==> src/rtl/uart_rx.sv <==
// uart_rx: 8N1 UART receiver with a valid/ready byte holding register.
// Define UART_RX_PARITY_EN for 8E1 framing with parity_err reporting.
module uart_rx #(
    parameter int CLK_HZ = 100000000,
    parameter int BAUD   = 115200
) (
    input  logic       clk,
    input  logic       rst_n,
    input  logic       rx,
    output logic [7:0] data,
    output logic       valid,
    input  logic       ready,
    output logic       frame_err,
    output logic       overrun,
    output logic       parity_err
);
    localparam int CLKS_PER_BIT = CLK_HZ / BAUD;
    localparam int CW           = $clog2(CLKS_PER_BIT);

    localparam logic [CW-1:0] HALF_M1 = CW'(CLKS_PER_BIT / 2 - 1);
    localparam logic [CW-1:0] FULL_M1 = CW'(CLKS_PER_BIT - 1);

    if (CLKS_PER_BIT < 4) begin : g_cpb_check
        $error("uart_rx: CLKS_PER_BIT must be >= 4");
    end

    typedef enum logic [2:0] {
        IDLE,
        START,
        DATA,
`ifdef UART_RX_PARITY_EN
        PARITY,
`endif
        STOP,
        WAIT_IDLE
    } state_e;

    state_e        state_q, state_d;
    logic [1:0]    sync_q, sync_d;
    logic [CW-1:0] cnt_q, cnt_d;
    logic [2:0]    idx_q, idx_d;
    logic [7:0]    shift_q, shift_d;
    logic [7:0]    data_q, data_d;
    logic          valid_q, valid_d;
    logic          ferr_q, ferr_d;
    logic          ovr_q, ovr_d;
    logic          rx_s;
    logic          byte_done;
    logic          cnt_zero;

`ifdef UART_RX_PARITY_EN
    logic          par_q, par_d;
    logic          perr_q, perr_d;
`endif

    assign rx_s     = sync_q[1];
    assign cnt_zero = (cnt_q == '0);

    always_comb begin
        sync_d    = {sync_q[0], rx};
        state_d   = state_q;
        cnt_d     = cnt_q;
        idx_d     = idx_q;
        shift_d   = shift_q;
        data_d    = data_q;
        valid_d   = valid_q;
        ferr_d    = 1'b0;
        ovr_d     = 1'b0;
        byte_done = 1'b0;
`ifdef UART_RX_PARITY_EN
        par_d     = par_q;
        perr_d    = 1'b0;
`endif

        if (valid_q && ready) begin
            valid_d = 1'b0;
        end

        unique case (state_q)
            IDLE: begin
                if (!rx_s) begin
                    cnt_d   = HALF_M1;
                    state_d = START;
                end
            end
            START: begin
                if (!cnt_zero) begin
                    cnt_d = cnt_q - 1'b1;
                end else if (rx_s) begin
                    state_d = IDLE;
                end else begin
                    cnt_d   = FULL_M1;
                    idx_d   = 3'd0;
                    state_d = DATA;
                end
            end
            DATA: begin
                if (!cnt_zero) begin
                    cnt_d = cnt_q - 1'b1;
                end else begin
                    shift_d = {rx_s, shift_q[7:1]};
                    cnt_d   = FULL_M1;
                    idx_d   = idx_q + 3'd1;
                    if (idx_q == 3'd7) begin
`ifdef UART_RX_PARITY_EN
                        state_d = PARITY;
`else
                        state_d = STOP;
`endif
                    end
                end
            end
`ifdef UART_RX_PARITY_EN
            PARITY: begin
                if (!cnt_zero) begin
                    cnt_d = cnt_q - 1'b1;
                end else begin
                    par_d   = rx_s;
                    cnt_d   = FULL_M1;
                    state_d = STOP;
                end
            end
`endif
            STOP: begin
                if (!cnt_zero) begin
                    cnt_d = cnt_q - 1'b1;
                end else if (!rx_s) begin
                    // a low stop bit may be a break; wait for the line to idle
                    ferr_d  = 1'b1;
                    state_d = WAIT_IDLE;
                end else begin
                    state_d = IDLE;
`ifdef UART_RX_PARITY_EN
                    if (^{shift_q, par_q}) begin
                        perr_d = 1'b1;
                    end else begin
                        byte_done = 1'b1;
                    end
`else
                    byte_done = 1'b1;
`endif
                end
            end
            WAIT_IDLE: begin
                if (rx_s) begin
                    state_d = IDLE;
                end
            end
            default: state_d = IDLE;
        endcase

        if (byte_done) begin
            if (!valid_q || ready) begin
                data_d  = shift_q;
                valid_d = 1'b1;
            end else begin
                ovr_d = 1'b1;
            end
        end
    end

    always_ff @(posedge clk or negedge rst_n) begin
        if (!rst_n) begin
            state_q <= IDLE;
            sync_q  <= 2'b11;
            cnt_q   <= '0;
            idx_q   <= 3'd0;
            shift_q <= 8'h00;
            data_q  <= 8'h00;
            valid_q <= 1'b0;
            ferr_q  <= 1'b0;
            ovr_q   <= 1'b0;
        end else begin
            state_q <= state_d;
            sync_q  <= sync_d;
            cnt_q   <= cnt_d;
            idx_q   <= idx_d;
            shift_q <= shift_d;
            data_q  <= data_d;
            valid_q <= valid_d;
            ferr_q  <= ferr_d;
            ovr_q   <= ovr_d;
        end
    end

`ifdef UART_RX_PARITY_EN
    always_ff @(posedge clk or negedge rst_n) begin
        if (!rst_n) begin
            par_q  <= 1'b0;
            perr_q <= 1'b0;
        end else begin
            par_q  <= par_d;
            perr_q <= perr_d;
        end
    end

    assign parity_err = perr_q;
`else
    assign parity_err = 1'b0;
`endif

    assign data      = data_q;
    assign valid     = valid_q;
    assign frame_err = ferr_q;
    assign overrun   = ovr_q;

endmodule

==> config.mk <==
export PLATFORM = sky130hd
export DESIGN_NAME = uart_rx
export DESIGN_NICKNAME = d
export VERILOG_FILES = /design/src/rtl/uart_rx.sv
export SDC_FILE = /design/constraint.sdc
export NUM_CORES = 1
export LEC_CHECK = 0
export CORE_MARGIN = 8
export CORE_UTILIZATION = 56
export CTS_CLUSTER_DIAMETER = 50
export CTS_CLUSTER_SIZE = 30
export DETAILED_ROUTE_END_ITERATION = 8
export PLACE_DENSITY = 0.78
export SLEW_MARGIN = 15
export SYNTH_ARGS = -nofsm -noshare
export SYNTH_HDL_FRONTEND = slang
export SYNTH_SLANG_ARGS = --single-unit
==> constraint.sdc <==
create_clock -name clk -period 2.4 [get_ports clk]
set_clock_uncertainty 0.2 [all_clocks]
set_input_delay 0.72 -clock clk [delete_from_list [all_inputs] [get_ports clk]]
set_output_delay 0.72 -clock clk [all_outputs]
set_load 0.05 [all_outputs]
==> flow_summary_export.csv <==
group,metric,value,unit
timing,clock.fmax,446,MHz
synthesis,synthCells,161,
clock_network,cts_made_buffers,5,
clock_network,cts_hold_buf,0,
timing,finalCritPeriodShare,93.5,%
placement,gp_congestion,0.908,
global_routing,grt_max_degree,20,
die,die_y,72.8,um
clock_network,tritoncts,"yes",
timing,worstMarginPinSlew,0.543,ns
setup_path,cp-endpoint,"data[5]$_DFFE_PN0P_",
timing,report.final.slew_viol_count,0,
synthesis,synthFlopType,"dfrtp_1",
synthesis,synth-edff-count,0,
clock_network,path_clk_slew,0.12,ns
placement,portBuffers,14,
synthesis,synth_cell_types,49,
placement,place_area,0.00200,mm^2
layout,final_cells,228,
detailed_routing,viasPerCell,5.74,
timing,hold_viol_final,0,
setup_path,crit_type,"reg -> reg",
power_and_ir_drop,power_leakage,0.984,nW
clock_network,clockBufferDepth,2,
timing,slew_headroom,63.4,%
timing,fin_setup_tns,0,ns
detailed_routing,wl,3540,um
power_and_ir_drop,p_per_area,487,mW/mm^2
worst_hold_path,hold_path_class,"in -> async",
die,ioPinCount,16,
synthesis,synth_fp_nets,169,
synthesis,yosysSeqAreaShare,51.4,%
die,dieArea,0.00530,mm^2
global_routing,grt_usage,14.5,%
setup_path,r2r-start,"cnt_q[0]$_DFFE_PN0P_",
detailed_routing,dr.pass1.iters,4,
global_routing,antenna_found_initial,0,
layout,fillCellCount,258,
synthesis,syn_area,0.00181,mm^2
die,rows,20,
placement,place_inst,220,
global_routing,grt_pass1_vias,1267,
setup_path,crit_path_start,"cnt_q[0]$_DFFE_PN0P_",
setup_path,rr_worst_depth,7,
synthesis,synth_seq_cells,37,
detailed_routing,drc,0,
clock_network,cts_root_buf,"clkbuf_4",
layout,drive_above_1_share,27.7,%
placement,dp_hpwl,2610,um
global_routing,grt_overflow,0,
detailed_routing,drt_iter0_markers,137,
setup_path,cp_data_arrival_time,2.26,ns
detailed_routing,vias,1308,
layout,fin_nets,191,
setup_path,required,2.42,ns
setup_path,reg2reg_slack,0.16,ns
layout,postLayoutCellArea,0.00207,mm^2
die,start_util,59.1,%
layout,antenna_cells,0,
timing,finalSetupViolations,0,
clock_network,cts_resized,1,
setup_path,end_kind,"flip-flop",
clock_network,cts_sinks,37,
synthesis,yosys_warnings,0,
layout,synthToLayoutAreaGrowth,14.5,%
setup_path,startpoint_type,"flip-flop",
clock_network,clock_latency,0.34,ns
die,die_w,72.8,um
clock_network,post_cts_buffers,0,
synthesis,ys_async_sr_fraction,100,%
detailed_routing,ant_nets,0,
power_and_ir_drop,irDropWorstVdd,429,uV
timing,rsz0062_at_grt,"no",
die,core,0.00305,mm^2
job,maxCapViolCount,0,
detailed_routing,avgRoutedWirePerCell,15.5,um
synthesis,avgSynthCellArea,11.2,um^2
setup_path,r2r-end,"data[5]$_DFFE_PN0P_",
clock_network,htreeDepth,2,
run_status,status,"completed",
setup_path,cp_max_fo,8,
timing,period_needed,2.24,ns
global_routing,grt_pass1_wl,6030,um
[cells in the mapped netlist (2+ instances only)]
master | n | area [um^2]
a211oi_1 | 5 | 37.5
a21o_1 | 3 | 22.5
a21oi_1 | 7 | 35.0
a31oi_1 | 2 | 12.5
buf_4 | 2 | 15.0
dfrtp_1 | 35 | 876
dfstp_2 | 2 | 52.6
ha_1 | 4 | 50.1
inv_1 | 6 | 22.5
mux2_2 | 16 | 180
nand2_1 | 6 | 22.5
nand2b_1 | 2 | 12.5
nand3_1 | 2 | 10.0
nand3b_1 | 2 | 15.0
nor2_1 | 20 | 75.1
nor2b_1 | 2 | 12.5
nor3_1 | 5 | 25.0
nor4_1 | 2 | 12.5
o21a_1 | 2 | 15.0
o21ai_0 | 7 | 35.0
[layout make-up]
class	instances	area (um^2)	share of cell area (%)
repair buffers	19	159	7.69
inverters	6	22.5	1.09
flip-flops and latches	37	928	44.9
multi-input cells	114	837	40.5
clock buffers	6	51.3	2.48
well taps	44	55.1	2.66
clock inverters	2	13.8	0.666
[registers in the layout, indices dropped and copies added, names as in the netlist]
register and flops:
cnt_q 10, data 8, frame_err 1, idx_q 3, overrun 1, shift_q 8, state_q 3, sync_q 2
valid 1
[worst min path at each step]
stage / from / endpoint / cells after the start
after floorplan: sync_q[0]$_DFF_PN1_ / sync_q[1]$_DFF_PN1_ / 0
after global placement: sync_q[0]$_DFF_PN1_ / sync_q[1]$_DFF_PN1_ / 0
after detailed placement: sync_q[0]$_DFF_PN1_ / sync_q[1]$_DFF_PN1_ / 0
after CTS: rst_n / shift_q[7]$_DFFE_PN0P_ / 1
after global routing: rst_n / shift_q[5]$_DFFE_PN0P_ / 1
final: rst_n / shift_q[7]$_DFFE_PN0P_ / 1
[critical path: stages, from the launching register on]
cell,delay [ns]
dfrtp_1,0.43
inv_1,0.09
ha_1,0.17
nor2b_1,0.29
nand4_4,0.19
nor3b_4,0.21
buf_4,0.20
mux2_2,0.35
[cells by family after synthesis]
family / count (synthesis) / synth area share (%)
simple gates: 54 / 18.2
compound gates: 38 / 14.3
flops: 37 / 51.4
mux: 17 / 10.5
buf+inv: 10 / 2.56
fa+ha+maj: 4 / 2.77
other cells: 1 / 0.208
[cells in the final DEF (no fill, tap or decap), drive strengths merged, types with 2 or more instances in the layout]
master / n
mux2: 16
nor3: 6
buf: 16
nand4: 2
a31oi: 2
a21oi: 8
o21ai: 8
clkbuf: 6
nand3: 2
ha: 4
a211oi: 5
nor2b: 2
nand2: 6
nor4: 3
nor2: 21
dfstp: 2
a21o: 3
o21a: 2
inv: 6
nand2b: 2
clkdlybuf4s50: 2
nand3b: 2
dfrtp: 35
clkinv: 2
[layer usage]
layer	share of wire [%]	up-vias	GRT usage, %
met1	45	631	18.7
met4	1.3	0	6.22
li1	-	634	-
met2	49	37	22.3
met5	0	-	0
met3	4.8	6	3.98
[stage by stage]
step | setup slack (ns) | hold WS (ns) | util, % | power, mW
final | 0.157 | 0.0993 | 67.7 | 1.01
after global routing | 0.0578 | 0.117 | 67.7 | 1.05
after CTS | 0.155 | 0.0990 | 67.5 | 1.02
after detailed placement | 0.0180 | 0.147 | 65.4 | 0.666
after global placement | 0.0910 | 0.148 | 65.4 | 0.665
after floorplan | 0.241 | 0.145 | - | 0.646
[report_power, final]
part           switching, mW  leakage, nW  internal, mW
logic                 0.0176        0.456       0.00781
clock network          0.210       0.0382         0.143
registers            0.00158        0.490         0.626
(Power assumes the default switching activity.)
